`config.mk`:
```
export PLATFORM = sky130hd
export DESIGN_NAME = muldiv_unit
export DESIGN_NICKNAME = d
export VERILOG_FILES = /design/src/rtl/muldiv_unit.sv
export SDC_FILE = /design/constraint.sdc
export NUM_CORES = 2
export LEC_CHECK = 0
export BUFFER_PORTS_ARGS = -buffer_cell sky130_fd_sc_hd__buf_4
export CAP_MARGIN = 10
export CELL_PAD_IN_SITES_DETAIL_PLACEMENT = 1
export CELL_PAD_IN_SITES_GLOBAL_PLACEMENT = 1
export CORE_ASPECT_RATIO = 1.5
export CORE_MARGIN = 3
export CORE_UTILIZATION = 35
export CTS_CLUSTER_SIZE = 14
export DETAILED_ROUTE_END_ITERATION = 8
export PLACE_DENSITY = 0.6
export RECOVER_POWER = 50
export SYNTH_ARGS = -nofsm -noshare
export SYNTH_HDL_FRONTEND = slang
export SYNTH_SLANG_ARGS = --single-unit
```
`constraint.sdc`:
```
create_clock -name clk -period 3.85 [get_ports clk]
set_clock_uncertainty 0.1 [all_clocks]
set_input_delay 0 -clock clk [delete_from_list [all_inputs] [get_ports clk]]
set_output_delay 0 -clock clk [all_outputs]
set_load 0.05 [all_outputs]
```
`src/rtl/muldiv_unit.sv`:
```
// muldiv_unit: multiply/divide unit for the execute stage.
//
// One operation is accepted at a time over in_valid/in_ready. The result is
// returned over out_valid/out_ready.
// - Multiplies: the full product is formed from the operands at accept and
//   registered. The result reaches DONE MUL_STAGES cycles after accept.
// - Divides: radix-2 restoring iteration on magnitudes. It runs for WIDTH
//   cycles, then one sign fix-up cycle, then DONE (WIDTH+2 cycles).
// - flush returns the unit to IDLE from any state and drops any pending
//   result.
//
// Optional build macro: MULDIV_EARLY_OUT_EN. When it is defined, a divide
// with a zero divisor, or with |dividend| < |divisor|, finishes two cycles
// after accept. The results are the same as on the full iteration path.
//
// Ports:
//   clk, resetn             clock (rising edge), async active-low reset
//   in_valid/in_ready       request handshake
//   in_op[2:0]              0 MUL, 1 MULH, 2 MULHU, 3 DIV, 4 MOD, 5 DIVU, 6 MODU, 7 = MUL
//   in_src1/in_src2         multiplicand/dividend, multiplier/divisor
//   flush                   abort the in-flight op
//   out_valid/out_ready     result handshake
//   out_result              result, held stable while out_valid && !out_ready
//   busy                    state is not IDLE
module muldiv_unit #(
    parameter int WIDTH      = 32,
    parameter int MUL_STAGES = 2
) (
    input  logic             clk,
    input  logic             resetn,
    input  logic             in_valid,
    output logic             in_ready,
    input  logic [2:0]       in_op,
    input  logic [WIDTH-1:0] in_src1,
    input  logic [WIDTH-1:0] in_src2,
    input  logic             flush,
    output logic             out_valid,
    input  logic             out_ready,
    output logic [WIDTH-1:0] out_result,
    output logic             busy
);

    localparam int CW = $clog2(WIDTH + 1);
    localparam logic [2:0] OP_MULH  = 3'd1;
    localparam logic [2:0] OP_MULHU = 3'd2;
    localparam logic [2:0] OP_DIV   = 3'd3;
    localparam logic [2:0] OP_MOD   = 3'd4;
    localparam logic [2:0] OP_MODU  = 3'd6;
    localparam logic [WIDTH-1:0] ZERO = {WIDTH{1'b0}};
    localparam logic [WIDTH-1:0] ONES = {WIDTH{1'b1}};
    localparam logic [WIDTH-1:0] ONE  = {{(WIDTH-1){1'b0}}, 1'b1};

    typedef enum logic [2:0] {
        S_IDLE = 3'd0,
        S_MUL  = 3'd1,
        S_DIV  = 3'd2,
        S_FIX  = 3'd3,
        S_DONE = 3'd4
    } state_t;

    function automatic logic [WIDTH-1:0] neg_if(input logic [WIDTH-1:0] v, input logic n);
        return n ? (~v + ONE) : v;
    endfunction

    function automatic logic [WIDTH-1:0] mul_pick(input logic [2:0] op, input logic [2*WIDTH-1:0] p);
        return ((op == OP_MULH) || (op == OP_MULHU)) ? p[2*WIDTH-1:WIDTH] : p[WIDTH-1:0];
    endfunction

    function automatic logic is_rem_op(input logic [2:0] op);
        return (op == OP_MOD) || (op == OP_MODU);
    endfunction

    state_t             state_q, state_d, state_nx_s;
    logic [2:0]         op_q, op_d;
    logic [CW-1:0]      cnt_q, cnt_d;
    logic [WIDTH-1:0]   rem_q, rem_d;
    logic [WIDTH-1:0]   quo_q, quo_d;     // holds |dividend| on entry, quotient when done
    logic [WIDTH-1:0]   dvs_q, dvs_d;
    logic               q_neg_q, q_neg_d;
    logic               r_neg_q, r_neg_d;
    logic [2*WIDTH-1:0] prod_q, prod_d;
    logic [WIDTH-1:0]   res_q, res_d;
    logic               out_valid_q, out_valid_d;
    logic               busy_q, busy_d;

    logic               acc_is_div_s, acc_sdiv_s, s1_neg_s, s2_neg_s, mul_sx_s;
    logic [WIDTH-1:0]   abs1_s, abs2_s;
    logic [2*WIDTH-1:0] prod_s;
    logic [WIDTH:0]     div_tmp_s;
    logic               div_ge_s;
    logic [WIDTH-1:0]   div_sub_s;
`ifdef MULDIV_EARLY_OUT_EN
    logic               early_s;
    logic [WIDTH-1:0]   early_res_s;
`endif

    // in_ready is gated by resetn so that every output reads 0 while reset is held.
    assign in_ready   = resetn && (state_q == S_IDLE) && !flush;
    assign out_valid  = out_valid_q;
    assign out_result = res_q;
    assign busy       = busy_q;

    // Accept-time operand decode: divide magnitudes/signs and the full product.
    always_comb begin
        acc_is_div_s = (in_op >= OP_DIV) && (in_op <= OP_MODU);
        acc_sdiv_s   = (in_op == OP_DIV) || (in_op == OP_MOD);
        s1_neg_s     = acc_sdiv_s && in_src1[WIDTH-1];
        s2_neg_s     = acc_sdiv_s && in_src2[WIDTH-1];
        abs1_s       = neg_if(in_src1, s1_neg_s);
        abs2_s       = neg_if(in_src2, s2_neg_s);
        mul_sx_s     = (in_op == OP_MULH);
        // The product of the 2*WIDTH-bit extensions (sign or zero) is exact modulo 2^(2*WIDTH).
        prod_s = {{WIDTH{mul_sx_s && in_src1[WIDTH-1]}}, in_src1} *
                 {{WIDTH{mul_sx_s && in_src2[WIDTH-1]}}, in_src2};
    end

    // One restoring-division step. The shifted-in dividend bit comes from the top of quo_q.
    always_comb begin
        div_tmp_s = {rem_q, quo_q[WIDTH-1]};
        div_ge_s  = (div_tmp_s >= {1'b0, dvs_q});
        // The true difference is always below 2^WIDTH, so the low bits are enough.
        div_sub_s = div_tmp_s[WIDTH-1:0] - dvs_q;
    end

`ifdef MULDIV_EARLY_OUT_EN
    // Early-out detection on the magnitudes latched at accept.
    always_comb begin
        early_s     = (dvs_q == ZERO) || (quo_q < dvs_q);
        early_res_s = is_rem_op(op_q) ? neg_if(quo_q, r_neg_q) :
                      ((dvs_q == ZERO) ? ONES : ZERO);
    end
`endif

    // Next-state and datapath update, before the flush override.
    always_comb begin
        state_nx_s = state_q;
        op_d       = op_q;
        cnt_d      = cnt_q;
        rem_d      = rem_q;
        quo_d      = quo_q;
        dvs_d      = dvs_q;
        q_neg_d    = q_neg_q;
        r_neg_d    = r_neg_q;
        prod_d     = prod_q;
        res_d      = res_q;
        case (state_q)
            S_IDLE: begin
                if (in_valid && in_ready) begin
                    op_d  = in_op;
                    cnt_d = {CW{1'b0}};
                    if (acc_is_div_s) begin
                        state_nx_s = S_DIV;
                        rem_d      = ZERO;
                        quo_d      = abs1_s;
                        dvs_d      = abs2_s;
                        // Divide by zero keeps the all-ones quotient whatever the dividend sign.
                        q_neg_d    = (s1_neg_s ^ s2_neg_s) && (in_src2 != ZERO);
                        r_neg_d    = s1_neg_s;
                    end else if (MUL_STAGES == 1) begin
                        state_nx_s = S_DONE;
                        res_d      = mul_pick(in_op, prod_s);
                    end else begin
                        state_nx_s = S_MUL;
                        prod_d     = prod_s;
                    end
                end else begin
                    state_nx_s = S_IDLE;
                end
            end
            S_MUL: begin
                if (cnt_q == CW'(MUL_STAGES - 2)) begin
                    state_nx_s = S_DONE;
                    res_d      = mul_pick(op_q, prod_q);
                end else begin
                    cnt_d = cnt_q + CW'(1);
                end
            end
            S_DIV: begin
`ifdef MULDIV_EARLY_OUT_EN
                if ((cnt_q == {CW{1'b0}}) && early_s) begin
                    state_nx_s = S_DONE;
                    res_d      = early_res_s;
                end else
`endif
                begin
                    rem_d = div_ge_s ? div_sub_s : div_tmp_s[WIDTH-1:0];
                    quo_d = {quo_q[WIDTH-2:0], div_ge_s};
                    if (cnt_q == CW'(WIDTH - 1)) begin
                        state_nx_s = S_FIX;
                        cnt_d      = {CW{1'b0}};
                    end else begin
                        cnt_d = cnt_q + CW'(1);
                    end
                end
            end
            S_FIX: begin
                state_nx_s = S_DONE;
                res_d      = is_rem_op(op_q) ? neg_if(rem_q, r_neg_q) : neg_if(quo_q, q_neg_q);
            end
            S_DONE: begin
                if (out_ready) begin
                    state_nx_s = S_IDLE;
                end else begin
                    state_nx_s = S_DONE;
                end
            end
            default: begin
                state_nx_s = S_IDLE;
            end
        endcase
    end

    // Flush override and the registered status outputs derived from the next state.
    always_comb begin
        if (flush) begin
            state_d = S_IDLE;
        end else begin
            state_d = state_nx_s;
        end
        out_valid_d = (state_d == S_DONE);
        busy_d      = (state_d != S_IDLE);
    end

    // State, datapath and output registers.
    always_ff @(posedge clk or negedge resetn) begin
        if (!resetn) begin
            state_q     <= S_IDLE;
            op_q        <= 3'd0;
            cnt_q       <= {CW{1'b0}};
            rem_q       <= ZERO;
            quo_q       <= ZERO;
            dvs_q       <= ZERO;
            q_neg_q     <= 1'b0;
            r_neg_q     <= 1'b0;
            prod_q      <= {(2*WIDTH){1'b0}};
            res_q       <= ZERO;
            out_valid_q <= 1'b0;
            busy_q      <= 1'b0;
        end else begin
            state_q     <= state_d;
            op_q        <= op_d;
            cnt_q       <= cnt_d;
            rem_q       <= rem_d;
            quo_q       <= quo_d;
            dvs_q       <= dvs_d;
            q_neg_q     <= q_neg_d;
            r_neg_q     <= r_neg_d;
            prod_q      <= prod_d;
            res_q       <= res_d;
            out_valid_q <= out_valid_d;
            busy_q      <= busy_d;
        end
    end

endmodule
```
==> impl_metrics.prom <==
# TYPE chip_impl_metric gauge
chip_impl_metric{name="drive_above_1_share",unit="%"} 19.88
chip_impl_metric{name="maxClockFrequency",unit="MHz"} 141.3
chip_impl_metric{name="synth.mux.area_fraction",unit="%"} 1.089
chip_impl_metric{name="synthesis.area",unit="mm²"} 0.05126
chip_impl_metric{name="synth_edf_count",unit=""} 0
chip_impl_info{name="setup_repair_after_global_routing_missed_its_margin",value="true"} 1
chip_impl_metric{name="drt_iter0_drc",unit=""} 1875
chip_impl_metric{name="drt.antenna.violating_nets",unit=""} 0
chip_impl_metric{name="post_synth_num_cell_types",unit=""} 75
chip_impl_metric{name="routed_via_density",unit=""} 5.106
chip_impl_metric{name="final-max-slew-violation-count",unit=""} 200
chip_impl_metric{name="final_routed_wirelength",unit="µm"} 204700
chip_impl_metric{name="gp_congestion",unit=""} 0.8902
chip_impl_metric{name="drt-pass1-iter-count",unit=""} 5
chip_impl_info{name="cp-start-kind",value="primary input"} 1
chip_impl_metric{name="detail_route.drc_violations",unit=""} 0
chip_impl_info{name="hp-start",value="in_src2[9]"} 1
chip_impl_metric{name="critPathArrivalTime",unit="ns"} 7.41
chip_impl_info{name="cp_top_delay_family",value="adder cells"} 1
chip_impl_metric{name="grt_pass1_wl",unit="µm"} 306600
chip_impl_metric{name="relative_area_change_from_synthesis_to_final_layout",unit="%"} 23.81
chip_impl_info{name="crit_type",value="in2reg"} 1
chip_impl_metric{name="ioPinCount",unit=""} 107
chip_impl_metric{name="start_util",unit="%"} 35.34
chip_impl_metric{name="final_core_utilization",unit="%"} 43.75
chip_impl_metric{name="worstPathMaxFanout",unit=""} 4
chip_impl_metric{name="fin_worst_hold_slack",unit="ns"} 0.002488
chip_impl_info{name="timing.rr.end",value="rem_q[20]$_DFFE_PN0P_"} 1
chip_impl_info{name="timing.rr.start",value="quo_q[31]$_DFFE_PN0P_"} 1
chip_impl_metric{name="htreeDepth",unit=""} 1
chip_impl_metric{name="cts.path.max_buffers",unit=""} 3
chip_impl_metric{name="filler_cell_count",unit=""} 16610
chip_impl_metric{name="die_y",unit="µm"} 474.7
chip_impl_metric{name="timing_worst_slew_pin_value",unit="ns"} 1.905
chip_impl_metric{name="cpPeakStageDelay",unit="ns"} 0.60
chip_impl_metric{name="globalRouteOverflowTotal",unit=""} 0
chip_impl_metric{name="synth_largest_type_area_fraction",unit="%"} 43.98
chip_impl_metric{name="largest_net_degree_at_the_start_of_global_routing",unit=""} 68
chip_impl_metric{name="post_synth_fa_ha_maj_area_fraction",unit="%"} 50.08
chip_impl_info{name="status",value="complete, but fails checks"} 1
chip_impl_info{name="tritoncts",value="built"} 1
chip_impl_metric{name="clkTransAtPathRegs",unit="ns"} 0.07
chip_impl_info{name="critPathMostFrequentCell",value="fa_1"} 1
chip_impl_metric{name="yosys.area_share.simple",unit="%"} 15.38
chip_impl_metric{name="netlist_instances",unit=""} 5805
chip_impl_metric{name="postSynthRegisterBits",unit=""} 208
chip_impl_info{name="holdPathEnd",value="dvs_q[9]$_DFFE_PN0P_"} 1
chip_impl_info{name="root_buffer",value="clkbuf_16"} 1
chip_impl_metric{name="hold_viol_final",unit=""} 0
chip_impl_metric{name="cts_made_buffers",unit=""} 25
chip_impl_metric{name="timing.final.crit_period",unit="ns"} 7.076
chip_impl_info{name="failing_checks",value="capacitance limit, slew limit, setup timing"} 1
chip_impl_metric{name="number_of_global_route_vias_before_repair",unit=""} 48680
chip_impl_metric{name="clock_sinks",unit=""} 208
chip_impl_metric{name="min_period_over_period",unit="%"} 183.8
chip_impl_metric{name="drt-wirelength-per-cell",unit="µm"} 24.93
chip_impl_info{name="critPathCaptureType",value="flip-flop"} 1
chip_impl_metric{name="final.setup.worst_slack",unit="ns"} -3.226
chip_impl_metric{name="compound_gate_portion_of_the_synthesized_area",unit="%"} 8.214
chip_impl_info{name="synth_ff_type",value="dfrtp_1"} 1
chip_impl_metric{name="buffering_stage_count_on_the_worst_path_with_inverters_included",unit=""} 8
chip_impl_metric{name="min_delay_path_depth",unit=""} 4
chip_impl_info{name="combinational_family_with_the_most_area_after_synthesis",value="adder cells"} 1
chip_impl_metric{name="clock_latency",unit="ns"} 0.57
chip_impl_metric{name="syn_nets",unit=""} 7253
chip_impl_metric{name="synth_area_per_cell",unit="µm²"} 8.830
chip_impl_info{name="yosys-top-cells-area",value="fa_1 44%, dfrtp_1 10%, inv_1 8.7%"} 1
chip_impl_info{name="yosysTopAreaCell",value="fa_1"} 1
chip_impl_metric{name="placementRows",unit=""} 171
chip_impl_metric{name="synth_xor_area_share",unit="%"} 3.708
chip_impl_metric{name="synth_sequential_area_ratio",unit="%"} 10.15
chip_impl_metric{name="die_width",unit="µm"} 318.5
chip_impl_metric{name="groute.usage.overall",unit="%"} 27.05
chip_impl_metric{name="finish.net_count",unit=""} 7733
chip_impl_metric{name="antenna_found_initial",unit=""} 8
chip_impl_info{name="worst_path_max_delay_cell",value="fa_2"} 1
chip_impl_metric{name="timing.slew.headroom",unit="%"} -27.02
chip_impl_metric{name="regToRegSetupSlack",unit="ns"} 0.25
chip_impl_metric{name="die_area",unit="mm²"} 0.1512
chip_impl_metric{name="via_count",unit=""} 41930
chip_impl_info{name="min_path_type",value="in2reg"} 1
chip_impl_metric{name="place_ws",unit="ns"} -4.106
chip_impl_metric{name="place_hpwl",unit="µm"} 169200
chip_impl_metric{name="drv.max_cap_violation_count",unit=""} 3
chip_impl_metric{name="reg2reg_depth",unit=""} 14
chip_impl_metric{name="timing.final.setup_violations",unit=""} 56
chip_impl_metric{name="core_region_area",unit="mm²"} 0.1451
chip_impl_metric{name="portBuffers",unit=""} 106
chip_impl_metric{name="synth_warnings",unit=""} 0
chip_impl_metric{name="asyncSetResetFlopFracSynth",unit="%"} 100.0
chip_impl_metric{name="cp.required",unit="ns"} 4.18
[cells in the mapped netlist (4+ instances only)]
cell / count
a211o_1: 4
a211oi_1: 16
a21o_1: 68
a21oi_1: 147
a22oi_1: 33
a31o_2: 4
a31oi_1: 19
and2_1: 328
and3_1: 37
buf_1: 37
clkbuf_1: 327
dfrtp_1: 208
fa_1: 1126
ha_1: 250
inv_1: 1186
mux2_2: 6
mux2i_1: 49
nand2_1: 973
nand2b_1: 24
nand3_1: 48
nand4_1: 21
nor2_1: 151
nor2b_1: 10
nor3_1: 31
nor4_1: 15
o211ai_1: 11
o21a_1: 11
o21ai_0: 258
o21ai_1: 5
o21bai_1: 15
o311ai_0: 5
o31ai_1: 40
o41ai_1: 13
or2_2: 13
or3_1: 19
or4_1: 16
xnor2_1: 125
xor2_1: 92
[kinds of logic after synthesis]
| family | Yosys count |
|---|---|
| muxes | 55 |
| adders and majority gates | 1376 |
| and+or+nand+nor | 1710 |
| AOI/OAI and AO/OA | 686 |
| DFF | 208 |
| xor gates and xnor gates | 217 |
| buffers and inverters | 1553 |
[per-layer routing]
layer	GRT usage (%)	share of wire (%)	routed length (µm)
met2	50.95	53	109100
met4	14.89	7.2	14660
met5	0	0.0054	11
met3	1.993	3.1	6310
met1	30.07	36	74660
[repair_timing]
action | CTS | global route
cloned | 3 | 2
setup buffers | 52 | 42
setup endpoints to repair | 57 | 62
hold endpoints to repair | 177 | 0
hold buffers | 24 | 0
pin swaps | 217 | 206
gates resized for setup | 414 | 199
[registers in the layout (all words and copies together), names as in the netlist]
register / cells
prod_q: 64
dvs_q: 32
q_neg_q: 1
state_q: 3
op_q: 3
cnt_q: 6
r_neg_q: 1
rem_q: 32
quo_q: 32
busy: 1
out_result: 32
out_valid: 1
[cell type report]
type,count,area (µm²),share of cell area [%]
inverters,1186,4468,7.040
multi-input cells,4044,42790,67.42
diodes,5,12.51,0.01972
well taps,1903,2381,3.752
clock inverters,16,160.2,0.2524
repair buffers,820,7794,12.28
clock buffers,30,654.4,1.031
flip-flops and latches,208,5205,8.202
[cells in the final DEF, fill, tap and decap left out, types with 21 or more instances in the layout]
cell type and count:
and3_1 32, a21o_1 67, a21oi_2 27, a21oi_1 105
inv_1 1142, a22oi_1 32, mux2i_1 49, nand2b_1 23
buf_6 104, clkbuf_16 27, xnor2_1 108, ha_1 185
nand2_1 939, dfrtp_1 208, buf_12 73, o31ai_1 33
and2_4 34, o21ai_2 23, nand3_1 40, o21ai_1 48
inv_2 38, nor3_1 24, buf_4 550, fa_2 58
and2_1 293, nand4_1 21, nor2_1 136, ha_4 62
o21ai_0 184, dlygate4sd3_1 24, xor2_1 83, clkbuf_1 39
fa_1 1068
[tightest hold or removal path: cells and delay by family]
family	cells	cell delay, ns
AOI/OAI and AO/OA	1	0.13
xor gates and xnor gates	1	0.10
buffers and inverters	2	0.37
[per-stage QoR]
stage | TNS, ns | instance area, µm² | cells
floorplan | -130.13 | 53460 | 5805
global placement | -178.86 | 59100 | 8059
detailed placement | -180.70 | 59100 | 8059
CTS | -133.23 | 62550 | 8179
global route | -144.36 | 63450 | 8209
finish | -135.71 | 63460 | 8212
[how the worst max path moves through the flow]
stage / slack (ns) / startpoint / to / cells after the start
final: -3.23 / in_op[0] / prod_q[63]$_DFFE_PN0P_ / 30
after global routing: -3.39 / in_op[0] / prod_q[63]$_DFFE_PN0P_ / 30
after CTS: -3.27 / in_op[1] / prod_q[63]$_DFFE_PN0P_ / 28
after detailed placement: -4.11 / in_op[0] / prod_q[63]$_DFFE_PN0P_ / 28
after global placement: -4.04 / in_op[0] / prod_q[63]$_DFFE_PN0P_ / 28
after floorplan: -3.24 / in_op[1] / prod_q[61]$_DFFE_PN0P_ / 25
Power is not shown: default switching activity piles up to over one toggle a cycle in this logic, so the estimate is an artifact.
